--- config.mk ---
export PLATFORM = sky130hd
export DESIGN_NAME = lm32_addsub_pipe
export DESIGN_NICKNAME = d
export VERILOG_FILES = /design/src/rtl/lm32_addsub_pipe.sv
export SDC_FILE = /design/constraint.sdc
export NUM_CORES = 1
export LEC_CHECK = 0
export CAP_MARGIN = 10
export CELL_PAD_IN_SITES_DETAIL_PLACEMENT = 0
export CELL_PAD_IN_SITES_GLOBAL_PLACEMENT = 1
export CORE_AREA = 4 4 117 119
export DETAILED_ROUTE_END_ITERATION = 12
export DIE_AREA = 0 0 121 123
export PLACE_DENSITY_LB_ADDON = 0.1
export SLEW_MARGIN = 15
export SYNTH_ARGS = -nofsm -noshare
export SYNTH_HDL_FRONTEND = slang
export SYNTH_SLANG_ARGS = --single-unit
--- constraint.sdc ---
create_clock -name clk_i -period 3.25 [get_ports clk_i]
set_clock_uncertainty 0.1 [all_clocks]
set_input_delay 0.4875 -clock clk_i [delete_from_list [all_inputs] [get_ports clk_i]]
set_output_delay 0.4875 -clock clk_i [all_outputs]
set_load 0.01 [all_outputs]
--- src/rtl/lm32_addsub_pipe.sv ---
// lm32_addsub_pipe: pipelined two's-complement adder/subtractor, one carry slice per stage
module lm32_addsub_pipe #(
  parameter int WIDTH  = 32,
  parameter int STAGES = 2
) (
  input  logic             clk_i,
  input  logic             rst_i,
  input  logic             stall_i,
  input  logic             kill_i,
  input  logic             valid_i,
  input  logic [WIDTH-1:0] data_a_i,
  input  logic [WIDTH-1:0] data_b_i,
  input  logic             cin_i,
  input  logic             add_sub_i,
  output logic [WIDTH-1:0] result_o,
  output logic             cout_o,
  output logic             ovf_o,
  output logic             zero_o,
  output logic             valid_o
);
  localparam int SW = WIDTH / STAGES;
  localparam int L  = STAGES - 1;
  logic [WIDTH-1:0]  a_q [STAGES];
  logic [WIDTH-1:0]  b_q [STAGES];
  logic [WIDTH-1:0]  r_q [STAGES];
  logic [WIDTH-1:0]  a_x [STAGES];
  logic [WIDTH-1:0]  b_x [STAGES];
  logic [WIDTH-1:0]  r_x [STAGES];
  logic [WIDTH-1:0]  r_d [STAGES];
  logic [STAGES-1:0] c_q, c_d, v_q, v_d;
  logic [SW:0]       s;
  logic              c_x, ovf_d, ovf_q, zero_d, zero_q;
  int                p;
  // stage k consumes the registers of stage k-1; stage 0 consumes the ports
  always_comb begin
    s     = '0;
    c_x   = 1'b0;
    p     = 0;
    for (int k = 0; k < STAGES; k++) begin
      p        = (k == 0) ? 0 : k - 1;
      a_x[k]   = (k == 0) ? data_a_i : a_q[p];
      b_x[k]   = (k == 0) ? (add_sub_i ? data_b_i : ~data_b_i) : b_q[p];
      r_x[k]   = (k == 0) ? '0 : r_q[p];
      c_x      = (k == 0) ? cin_i : c_q[p];
      v_d[k]   = (k == 0) ? valid_i : v_q[p];
      s        = {1'b0, a_x[k][k*SW +: SW]} + {1'b0, b_x[k][k*SW +: SW]} + {{SW{1'b0}}, c_x};
      r_d[k]   = r_x[k];
      r_d[k][k*SW +: SW] = s[SW-1:0];
      c_d[k]   = s[SW];
    end
    ovf_d  = a_x[L][WIDTH-1] ^ b_x[L][WIDTH-1] ^ r_d[L][WIDTH-1] ^ c_d[L];
    zero_d = ~|r_d[L];
  end
  // kill wins over stall for the valid bits only; data follows stall alone
  always_ff @(posedge clk_i or posedge rst_i) begin
    if (rst_i) begin
      for (int k = 0; k < STAGES; k++) begin
        a_q[k] <= '0;
        b_q[k] <= '0;
        r_q[k] <= '0;
      end
      c_q    <= '0;
      v_q    <= '0;
      ovf_q  <= 1'b0;
      zero_q <= 1'b0;
    end else begin
      v_q <= kill_i ? '0 : stall_i ? v_q : v_d;
      if (!stall_i) begin
        for (int k = 0; k < STAGES; k++) begin
          a_q[k] <= a_x[k];
          b_q[k] <= b_x[k];
          r_q[k] <= r_d[k];
        end
        c_q    <= c_d;
        ovf_q  <= ovf_d;
        zero_q <= zero_d;
      end
    end
  end
  assign result_o = r_q[L];
  assign cout_o   = c_q[L];
  assign ovf_o    = ovf_q;
  assign zero_o   = zero_q;
  assign valid_o  = v_q[L];
endmodule
# After elaboration in Yosys (flattened, before gate mapping)
# Cells that the tools add are included.
word_totals:
  input_bits: 71
  output_inout_bits: 36
  ff_bits: 118
  elab_cells: 22
op_classes:
  reduce_logical: 2
  muxes: 3
  n_addsub: 4
  bitwise: 4
  n_eq_ne: 1
ops:
  columns: ["operator", "count"]
  rows:
  - ["$add 16x16->17", 2]
  - ["$add 17x1->17", 2]
  - ["$mux 32", 1]
  - ["$not 32->32", 1]
  - ["$reduce_or 32->1", 1]
  - ["$mux 2", 2]
  - ["$xor 1x1->1", 3]
  - ["$ne 2x1->1 const B", 1]
  - ["$logic_not 1->1", 1]

# Longest topological paths before layout
logic_depth:
  depth_word: 4
  depth_mapped: 13
  ltp_nobuf: 11

# Worst setup path after synthesis
# Ideal clock, no wire load.
synth_timing:
  path_type: "input to register"
  start: "in add_sub_i"
  end: "reg r_q (netlist bit r_d[10])"
  t_required_ns: 3.014
  slack_ns: 0.018
  path_buffers: 2
  t_arrival_ns: 2.996
  setup_time_ns: 0.136
  stages: 13
  cell_sequence: "clkbuf_1 > buf_1 > xor2_1 > fa_1 > inv_1 > fa_1 > a21oi_1 > o21a_1 > o21ai_0 > a31o_2 > a21oi_1 > xor2_1 > o21ai_0"
synth_between:
  elab_chain_len: 3
synth_lines:
  columns: ["element", "line_no", "source"]
  rows:
  - ["start, declared", "14", "input logic add_sub_i,"]
  - ["$mux 32", "42", "b_x[k] = (k == 0) ? (add_sub_i ? data_b_i : ~data_b_i) : b_q[p];"]
  - ["$add 16x16->17", "46", "s = {1'b0, a_x[k][k*SW +: SW]} + {1'b0, b_x[k][k*SW +: SW]} + {{SW{1'b0}}, c_x};"]
  - ["$add 17x1->17", "46", null]
  - ["end signal, assigned by index", "72", "r_q[k] <= r_d[k];"]
  - ["end, declared", "25", "logic [WIDTH-1:0] r_q [STAGES];"]
# Every way passes these cells.
# A chain may end at the register's enable or synchronous reset.

# Worst setup path after layout
layout_timing:
  start: "reg a_q[48] in the netlist's numbering"
  end: "reg zero_q (netlist: zero_o)"
layout_between:
  elab_chain_len: 4
layout_lines:
  columns: ["element", "line_no", "source"]
  rows:
  - ["start, declared", "23", "logic [WIDTH-1:0] a_q [STAGES];"]
  - ["start signal, assigned by index", "70", "a_q[k] <= a_x[k];"]
  - ["$add 16x16->17", "46", null]
  - ["$add 17x1->17", "46", null]
  - ["$reduce_or 32->1", "52", "zero_d = ~|r_d[L];"]
  - ["$logic_not 1->1", "52", null]
  - ["end signal, assigned", "76", "zero_q <= zero_d;"]
  - ["end, declared", "32", "logic c_x, ovf_d, ovf_q, zero_d, zero_q;"]
# Every way passes these cells.

==> flow_summary.toml <==
[logic_synthesis]
yosysSeqAreaShare_pct = 43.6
async_flop_share_pct = 100
syn_area_sq_um = 4940
synth_cell_types = 57
synth_warnings = 0
yosys-top-cells-area = "dfrtp_1, mux2_2, ha_1"
synth_nets = 579
synth_edf_count = 0
ys_ff_latch = 86
synthFlopType = "dfrtp_1"
yosysTopAreaCell = "dfrtp_1"
avgSynthCellArea_sq_um = 10.4
synth_top_cell_area_share_pct = 43.6
synthCells = 474

[timing]
period_share_pct = 92.6
grt_setup_unrepaired = "false"
fmax_ghz = 0.332
setup_ws_ns = 0.239
slew_violations = 0
tns_ns = 0
finalSetupViolations = 0
worstMarginPinSlew_ns = 0.658
max_slew_margin_pct = 56.1
hold_viol_final = 0
period_needed_ns = 3.01

[critical_path]
rrSetupSlack_ns = 0.24
critPathMaxFanout = 4
cp_top_family = "adder cells"
critical-path-max-stage-delay_ns = 0.48
path_cells = "fa_1, fa_1, a211oi_2, o21ai_1, a31oi_1, xor2_1, nand4bb_1, nand4bb_1, o41ai_2"
start_kind = "flip-flop"
critPathKind = "reg2reg"
crit_arrival_ns = 3.15
crit_path_top_delay_cell = "fa_1"
startpoint = "a_q[48]$_DFFE_PP0N_"
cp-end-kind = "flip-flop"
crit_required_ns = 3.39
r2r-start = "a_q[48]$_DFFE_PP0N_"
path_buf_inv = 0

[clock_network]
clockRootBuffer = "clkbuf_16"
cts_made_buffers = 9
cts_max_level = 3
post_cts_buffers = 0
cts_sinks = 86
clockBufferDepth = 2
clkTransAtPathRegs_ns = 0.06
tritoncts = "built"
clock_latency_ns = 0.34

[die]
boundaryPins = 107
row_count = 41
core_sq_um = 12600
dieArea_sq_um = 14900
die_w_um = 121
initial_core_util_pct = 39.3
die_h_um = 123

[finish]
n_antenna_cell = 0
area_delta_synth_final_pct = 31.7
nNetsFinal = 686
drive_gt1_share_pct = 12.1
final_cell_mix = "clkdlybuf4s50_1, dfrtp_1, nand2_1"
mostFrequentLayoutCell = "clkdlybuf4s50_1"
post-route-util_pct = 51.8
nFillCells = 1185

[placed_design]
gp_congestion = 0.814
numPortBuffers = 106
preCtsSetupSlack_ns = 0.00772
hpwl_um = 8970

[run_status]
status = "completed"

[power_and_ir_drop]
total_power_mw = 3.83
power.density_nw_per_um2 = 588
peakVddDrop_v = 0.000287
p_leak_nw = 2.77

[routing]
drc_errors = 0
routed_wl_um = 11600
vias = 3795
drt_iter0_drc = 172
via_per_inst = 5.01
final_antenna_net_count = 0
dr.pass1.iters = 4
avgRoutedWirePerCell_um = 15.3

[grt]
grt_use_total_pct = 15.9
grt_max_degree = 69
grt_overflow = 0
antenna_found_initial = 0
grt_pass1_vias = 3855
grt_pass1_wl_um = 18800

[hold_path]
min-delay-start = "stall_i"
hold_class = "in2reg"

[flow_run]
cap_violations = 0
==> state kept, by name (all words and copies together) (netlist names) <==
signal,flops
ovf_o,1
a_q,16
r_d,16
b_q,16
result_o,32
c_q,2
v_q,2
zero_o,1
==> per-stage QoR <==
step | cell area, sq um | hold slack [ns] | std cells
floorplan | 4940 | 0.357 | 474
global placement | 6210 | 0.368 | 742
detailed placement | 6210 | 0.374 | 742
CTS | 6500 | 0.356 | 758
global route | 6510 | 0.379 | 758
finish | 6510 | 0.369 | 758
==> worst reg2reg max path, stage by stage (launching register included) <==
cell and delay [ns]:
dfrtp_1 0.39, fa_1 0.48, fa_1 0.46, a211oi_2 0.28, o21ai_1 0.18, a31oi_1 0.24, xor2_1 0.21, nand4bb_1 0.12
nand4bb_1 0.23, o41ai_2 0.22
==> synth_stat cells (all sizes together) (9+ instances only) <==
master  count
a21oi      13
nor2       23
inv         9
o21ai      50
dfrtp      86
nand2      51
nor3       13
ha         30
xor2       32
clkbuf     12
xnor2      21
mux2       38
==> kinds of logic after synthesis <==
| group | count (synthesis) | synth area share, % |
|---|---|---|
| AND/OR/NAND/NOR | 125 | 12.2 |
| XOR/XNOR | 53 | 9.40 |
| adder cells (fa/ha/maj) | 34 | 9.22 |
| buffers and inverters | 28 | 2.13 |
| flip-flops | 86 | 43.6 |
| multiplexers | 42 | 9.47 |
| AO/OA/AOI/OAI | 106 | 14.0 |
==> power by group <==
group          internal (mW)  total, mW  switching (mW)
Sequential              1.32       1.48           0.162
Clock                  0.578      0.983           0.405
Combinational          0.733       1.36           0.630
==> worst paths after layout <==
| check | endpoint | depth (start not counted) |
|---|---|---|
| setup / recovery | zero_o$_DFFE_PP0N_ | 9 |
| hold / removal | result_o[0]$_DFFE_PP0N_ | 2 |
| setup reg to reg | zero_o$_DFFE_PP0N_ | 9 |
| hold reg to reg | result_o[23]$_DFFE_PP0N_ | 2 |
| max in group asynchronous | result_o[13]$_DFFE_PP0N_ | 3 |
| min in group asynchronous | a_q[58]$_DFFE_PP0N_ | 2 |
==> final cells by class <==
type | count | area [sq um] | area share [%]
clock buffers | 13 | 270 | 4.15
flip-flops and latches | 86 | 2150 | 33.1
repair buffers | 114 | 1130 | 17.3
well taps | 172 | 215 | 3.31
multi-input cells | 360 | 2690 | 41.3
inverters | 10 | 38.8 | 0.596
clock inverters | 3 | 17.5 | 0.269
==> repair_timing <==
action                     in CTS  in global routing
setup endpoints to repair       0                  1
hold endpoints to repair        0                  0
hold buffers                    0                  0
resized for setup               0                  1
==> layer usage <==
layer | routed length [um] | vias up | track usage, % | share of wire, %
met5 | 0 | - | 0 | 0
met2 | 5310 | 102 | 25.0 | 46
met4 | 126 | 0 | 3.61 | 1.1
met3 | 568 | 9 | 4.39 | 4.9
li1 | - | 1904 | - | -
met1 | 5570 | 1780 | 21.9 | 48
No activity file was read; power rests on OpenSTA's default activity.
